[src/rtl/sstv_vis_ctrl.sv]
// SSTV receive sequencer: detects the end of the calibration header, then times
// and decodes the VIS frame (start, 7 data bits LSB first, even parity, stop).
module sstv_vis_ctrl #(
   parameter int TICKS_PER_BIT = 3000,
   parameter int FREQ_TOL      = 50,
   parameter int HDR_TIMEOUT   = 70000
) (
   input  logic        clk,
   input  logic        reset_n,
   input  logic [11:0] freq,
   input  logic        cal_active,
   input  logic        cal_ok,
   output logic        cal_reset,
   output logic [6:0]  vis_code,
   output logic        valid,
   input  logic        ack,
   output logic        parity_err,
   output logic        err,
   output logic        busy
);

   localparam int TW = (TICKS_PER_BIT > 1) ? $clog2(TICKS_PER_BIT) : 1;
   localparam int MW = $clog2(HDR_TIMEOUT + 1);

   localparam logic [TW-1:0] TICK_MID  = TW'(TICKS_PER_BIT / 2);
   localparam logic [TW-1:0] TICK_LAST = TW'(TICKS_PER_BIT - 1);
   localparam logic [TW-1:0] TICK_ONE  = TW'(1);
   localparam logic [TW-1:0] TICK_ZERO = TW'(0);
   localparam logic [MW-1:0] TMO_LAST  = MW'(HDR_TIMEOUT - 1);
   localparam logic [MW-1:0] TMO_ONE   = MW'(1);
   localparam logic [MW-1:0] TMO_ZERO  = MW'(0);

   localparam logic signed [12:0] TONE_ONE  = 13'sd1100;
   localparam logic signed [12:0] TONE_SYNC = 13'sd1200;
   localparam logic signed [12:0] TONE_ZERO = 13'sd1300;
   localparam logic signed [12:0] TOL       = 13'(FREQ_TOL);

   typedef enum logic [2:0] {
      IDLE   = 3'd0,
      LEADER = 3'd1,
      START  = 3'd2,
      DATA   = 3'd3,
      PARITY = 3'd4,
      STOP   = 3'd5,
      DONE   = 3'd6,
      ERR    = 3'd7
   } state_t;

   // 13-bit signed difference so freq=0 and freq=12'hFFF cannot wrap into range
   function automatic logic in_tol(input logic [11:0] f, input logic signed [12:0] nom);
      logic signed [12:0] diff;
      logic signed [12:0] mag;
      diff = $signed({1'b0, f}) - nom;
      mag  = (diff < 13'sd0) ? -diff : diff;
      return (mag <= TOL);
   endfunction

   function automatic logic even_par(input logic [6:0] bits);
      return ^bits;
   endfunction

   state_t          state_r;
   logic [TW-1:0]   tick_r;
   logic [2:0]      bit_r;
   logic [MW-1:0]   tmo_r;
   logic            cal_reset_r;
   logic [6:0]      vis_code_r;
   logic            valid_r;
   logic            parity_err_r;
   logic            err_r;
   logic            busy_r;

   logic            one_s;
   logic            zero_s;
   logic            sync_s;
   logic            mid_s;
   logic            last_s;
   logic            tone_ok_s;

   assign one_s  = in_tol(freq, TONE_ONE);
   assign zero_s = in_tol(freq, TONE_ZERO);
   assign sync_s = in_tol(freq, TONE_SYNC);
   assign mid_s  = (tick_r == TICK_MID);
   assign last_s = (tick_r == TICK_LAST);

   // Which tones are legal in the bit currently being timed
   always_comb begin
      tone_ok_s = 1'b0;
      case (state_r)
         START, STOP:  tone_ok_s = sync_s;
         DATA, PARITY: tone_ok_s = one_s | zero_s;
         default:      tone_ok_s = 1'b0;
      endcase
   end

   // Sequencer state machine with all outputs registered
   always_ff @(posedge clk) begin
      if (!reset_n) begin
         state_r      <= IDLE;
         tick_r       <= TICK_ZERO;
         bit_r        <= 3'd0;
         tmo_r        <= TMO_ZERO;
         cal_reset_r  <= 1'b1;
         vis_code_r   <= 7'd0;
         valid_r      <= 1'b0;
         parity_err_r <= 1'b0;
         err_r        <= 1'b0;
         busy_r       <= 1'b0;
      end else begin
         err_r <= 1'b0;
         case (state_r)
            IDLE: begin
               cal_reset_r <= 1'b0;
               if (cal_active) begin
                  state_r <= LEADER;
                  tmo_r   <= TMO_ZERO;
                  busy_r  <= 1'b1;
               end
            end
            LEADER: begin
               if (cal_ok) begin
                  state_r      <= START;
                  tick_r       <= TICK_ZERO;
                  bit_r        <= 3'd0;
                  vis_code_r   <= 7'd0;
                  parity_err_r <= 1'b0;
                  cal_reset_r  <= 1'b1;
               end else if (!cal_active) begin
                  state_r <= IDLE;
                  busy_r  <= 1'b0;
               end else if (tmo_r == TMO_LAST) begin
                  state_r    <= ERR;
                  err_r      <= 1'b1;
                  vis_code_r <= 7'd0;
               end else begin
                  tmo_r <= tmo_r + TMO_ONE;
               end
            end
            START, DATA, PARITY, STOP: begin
               if (mid_s && !tone_ok_s) begin
                  state_r     <= ERR;
                  err_r       <= 1'b1;
                  vis_code_r  <= 7'd0;
                  cal_reset_r <= 1'b0;
               end else begin
                  // New bits enter at the top so the first bit ends up in bit 0
                  if (mid_s && state_r == DATA) begin
                     vis_code_r <= {one_s, vis_code_r[6:1]};
                  end
                  if (mid_s && state_r == PARITY) begin
                     parity_err_r <= one_s ^ even_par(vis_code_r);
                  end
                  if (last_s) begin
                     tick_r <= TICK_ZERO;
                     case (state_r)
                        START: begin
                           state_r <= DATA;
                           bit_r   <= 3'd0;
                        end
                        DATA: begin
                           if (bit_r == 3'd6) begin
                              state_r <= PARITY;
                           end else begin
                              bit_r <= bit_r + 3'd1;
                           end
                        end
                        PARITY: state_r <= STOP;
                        STOP: begin
                           state_r <= DONE;
                           valid_r <= 1'b1;
                        end
                        default: state_r <= IDLE;
                     endcase
                  end else begin
                     tick_r <= tick_r + TICK_ONE;
                  end
               end
            end
            DONE: begin
               if (ack) begin
                  state_r     <= IDLE;
                  valid_r     <= 1'b0;
                  busy_r      <= 1'b0;
                  cal_reset_r <= 1'b0;
               end
            end
            ERR: begin
               state_r     <= IDLE;
               busy_r      <= 1'b0;
               cal_reset_r <= 1'b0;
            end
            default: begin
               state_r     <= IDLE;
               valid_r     <= 1'b0;
               busy_r      <= 1'b0;
               cal_reset_r <= 1'b0;
            end
         endcase
      end
   end

   assign cal_reset  = cal_reset_r;
   assign vis_code   = vis_code_r;
   assign valid      = valid_r;
   assign parity_err = parity_err_r;
   assign err        = err_r;
   assign busy       = busy_r;

endmodule
[config.mk]
export PLATFORM = sky130hd
export DESIGN_NAME = sstv_vis_ctrl
export DESIGN_NICKNAME = d
export VERILOG_FILES = /design/src/rtl/sstv_vis_ctrl.sv
export SDC_FILE = /design/constraint.sdc
export NUM_CORES = 1
export LEC_CHECK = 0
export BUFFER_PORTS_ARGS = -buffer_cell sky130_fd_sc_hd__buf_4
export CAP_MARGIN = 40
export CORE_ASPECT_RATIO = 0.75
export CORE_MARGIN = 4
export CORE_UTILIZATION = 30
export CTS_CLUSTER_DIAMETER = 40
export DETAILED_ROUTE_END_ITERATION = 8
export MAX_ROUTING_LAYER = met4
export SLEW_MARGIN = 20
export SYNTH_ARGS = -nofsm -noshare
export SYNTH_HDL_FRONTEND = slang
export SYNTH_SLANG_ARGS = --single-unit
[constraint.sdc]
create_clock -name clk -period 4 [get_ports clk]
set_clock_uncertainty 0.05 [all_clocks]
set_input_delay 0.6 -clock clk [delete_from_list [all_inputs] [get_ports clk]]
set_output_delay 0.6 -clock clk [all_outputs]
set_load 0.05 [all_outputs]
==> results.md <==
- Final #Nets: 632
- Min-Delay Path Class: reg -> reg
- Port Buffers: 28
- Max-slew headroom: 0.561
- Clock root cell: clkbuf_16
- Type of origin of the critical path: input pin
- Initial core utilization: 0.312
- # H-tree levels: 2
- YS warnings: 0
- DIE AREA: 16600 um^2
- Setup CP Type: in -> reg
- Worst-path clk slew: 0.07 ns
- Fmax: 0.269 GHz
- Vert. Die Dim: 112 um
- Synth area leader: dfxtp_1
- Synthesized Nets: 616
- Layout cells sized above 1: 0.116
- Largest net degree at the start of global routing: 28
- Synth Flop Type: dfxtp_1
- FF+latch count, synth: 47
- Crit path capture type: register
- RSZ-0062 raised after global routing: false
- CTS tree: done
- Sw Ratio: 0.353
- Max cap viols: 0
- Avg Cell Area, Syn: 7.55 um^2
- DR vias: 4478
- Std cell rows: 37
- Die width: 147 um
- Power Dens Cells: 271 nW/um^2
- Area of the mapped netlist: 4370 um^2
- Post-synthesis sequential area ratio: 0.216
- Number of flops mapped to enable cells by yosys: 0
- Worst-case clock buffer depth: 2
- Reg2reg end: tick_r[11]
- Gate power share: 0.307
- Total Power: 0.00132 W
- IR drop worst, VDD: 159 uV
- Worst Tran Pin Value: 0.649 ns
- Outcome: finished, final reports clean
- Leakage power: 1.64 nW
- Psw: 0.000468 W
- Asr flop ratio synth: 0
- Post-CTS Setup Inserts: 0
- Clk Latency, worst-skew pair: 0.29 ns
- GP Congestion: 0.927
- R2R depth: 10
- Reg-to-reg critical path startpoint: state_r[2]
- Worst setup endpoint: tick_r[11]
- Crit path max fanout: 27
- Worst Path Arrival: 3.89 ns
- Grt total ovfl: 0
- Synth top area cells: dfxtp_1, ha_1, xnor2_1
- Core ar.: 14000 um^2
- Tmin final: 3.72 ns
- Post-synthesis instance total: 578
- Ports: 29
- Vias per cell: 5.67
- Yosys cell types: 79
- Max-slew violation count: 0
- First-pass GRT wire length: 20100 um
- First-pass iteration count of the detailed router: 5
- Post-CTS sizing: 0
- ANT nets after route: 0
- Total Wirelength: 12200 um
- Hold-fix buffers, CTS: 0
- Final HPWL DP: 9100 um
- Total CTS buffers: 5
- Power Internal: 0.000856 W
- Crit share post-route: 0.929
- Setup violators final: 0
- Sequential Power Share: 0.371
- Initial antenna violation count: 0
- WP data required: 4.18 ns
- Wirelength per Cell: 15.4 um
- Filler cell count: 1487
- Post-route DRC violation count: 0
- Clock sinks: 47
- Top cell type's share of synthesized area: 0.216
- Number of DRC markers in iteration 0: 418
- Clock share of power: 0.321
- Hold slack: 0.422 ns
- TNS Setup: 0 ns
- Total track usage: 0.146
- Area Overhead vs Synth: 12.0%
- Worst Setup SP: freq[2]
- Endpoints failing hold: 0
- N_diodes: 0
- Vias in the first global route: 4097
- R2r setup slk: 0.90 ns
layer usage:
layer	up-vias	track usage	wire length (um)
met5	-	-	0
met3	22	0.0278	692
li1	2189	-	-
met4	0	0.0292	157
met1	2135	0.208	6070
met2	132	0.215	5280
cell usage in the layout, fill, tap and decap left out, drive strengths merged, types with 5 or more instances in the layout:
cell type and n:
o2bb2ai 6, nand3 30, inv 25, xor2 15, and2 5, nand4 9
or3 14, buf 38, o22ai 7, or4 8, nor4 6, nand2b 10
nor2 49, a211oi 8, and3 6, clkbuf 6, a31oi 12, dfxtp 47
nand2 51, ha 21, nor3 23, nand3b 5, nor2b 10, a21oi 42
xnor2 23, o21a 5, o21ai 27, o31ai 8
sequential cells by signal, indices dropped and copies added (netlist names):
| signal | cells |
|---|---|
| parity_err | 1 |
| err | 1 |
| tick_r | 12 |
| vis_code | 7 |
| state_r | 3 |
| bit_r | 3 |
| valid | 1 |
| tmo_r | 17 |
| cal_reset | 1 |
| busy | 1 |
cells by family (layout without fill, tap and decap cells):
group,after synthesis,after routing,synth area share
adders and majority gates,21,21,0.0602
muxes,4,4,0.00974
AOI/OAI and AO/OA,166,166,0.269
xor gates and xnor gates,38,38,0.0762
and+or+nand+nor,247,247,0.310
buffers and inverters,55,72,0.0593
DFF,47,47,0.216
worst max-delay path: stages:
cell and delay [ns]:
buf_4 0.09, buf_4 0.26, ha_1 0.30, xor2_1 0.33, nand4_1 0.28, xor2_1 0.22, a311oi_1 0.35, o21ai_1 0.17
nor4_4 0.41, a211oi_4 0.07, buf_12 0.17, or4_1 0.49, a21oi_1 0.15
synth_stat cells (all sizes together) (10+ instances only):
| master | instances |
|---|---|
| nand2 | 51 |
| nor2 | 49 |
| dfxtp | 47 |
| a21oi | 42 |
| nand3 | 30 |
| o21ai | 27 |
| inv | 24 |
| nor3 | 23 |
| xnor2 | 23 |
| ha | 21 |
| buf | 17 |
| xor2 | 15 |
| or3 | 14 |
| a31oi | 12 |
| clkbuf | 12 |
| nand2b | 10 |
| nor2b | 10 |
layout make-up:
class | instances | area [um^2] | area share
Clock buffer | 6 | 129 | 0.0263
Tap cell | 195 | 244 | 0.0499
Inverter | 26 | 97.6 | 0.0200
Clock inverter | 2 | 16.3 | 0.00333
Sequential cell | 47 | 941 | 0.192
Timing Repair Buffer | 38 | 298 | 0.0609
Multi-Input combinational cell | 476 | 3170 | 0.647
power by group through the flow:
stage / registers [W] / clock network, W / logic, W
3_5_place_dp: 0.000502 / 0 / 0.000398
2_1_floorplan: 0.000507 / 0 / 0.000288
6_report: 0.000491 / 0.000425 / 0.000407
5_1_grt: 0.000493 / 0.000463 / 0.000440
4_1_cts: 0.000491 / 0.000438 / 0.000400
3_3_place_gp: 0.000501 / 0 / 0.000390
worst min path at each step:
stage / cells after the start / start / to / slack (ns)
5_1_grt: 2 / bit_r[2] / bit_r[2] / 0.46
6_report: 2 / bit_r[2] / bit_r[2] / 0.42
2_1_floorplan: 2 / bit_r[2] / bit_r[2] / 0.39
4_1_cts: 2 / bit_r[2] / bit_r[2] / 0.42
3_5_place_dp: 2 / bit_r[2] / bit_r[2] / 0.41
3_3_place_gp: 2 / bit_r[2] / bit_r[2] / 0.40
through the flow:
step                setup slack [ns]  instances  utilization  cell area [um^2]
global route                  0.0637        790        0.350              4890
floorplan                      0.446        578            -              4370
CTS                            0.331        790        0.350              4890
finish                         0.283        790        0.350              4890
global placement               0.224        782        0.339              4750
detailed placement            0.0542        782        0.339              4750
No activity file was read; power rests on OpenSTA's default activity.
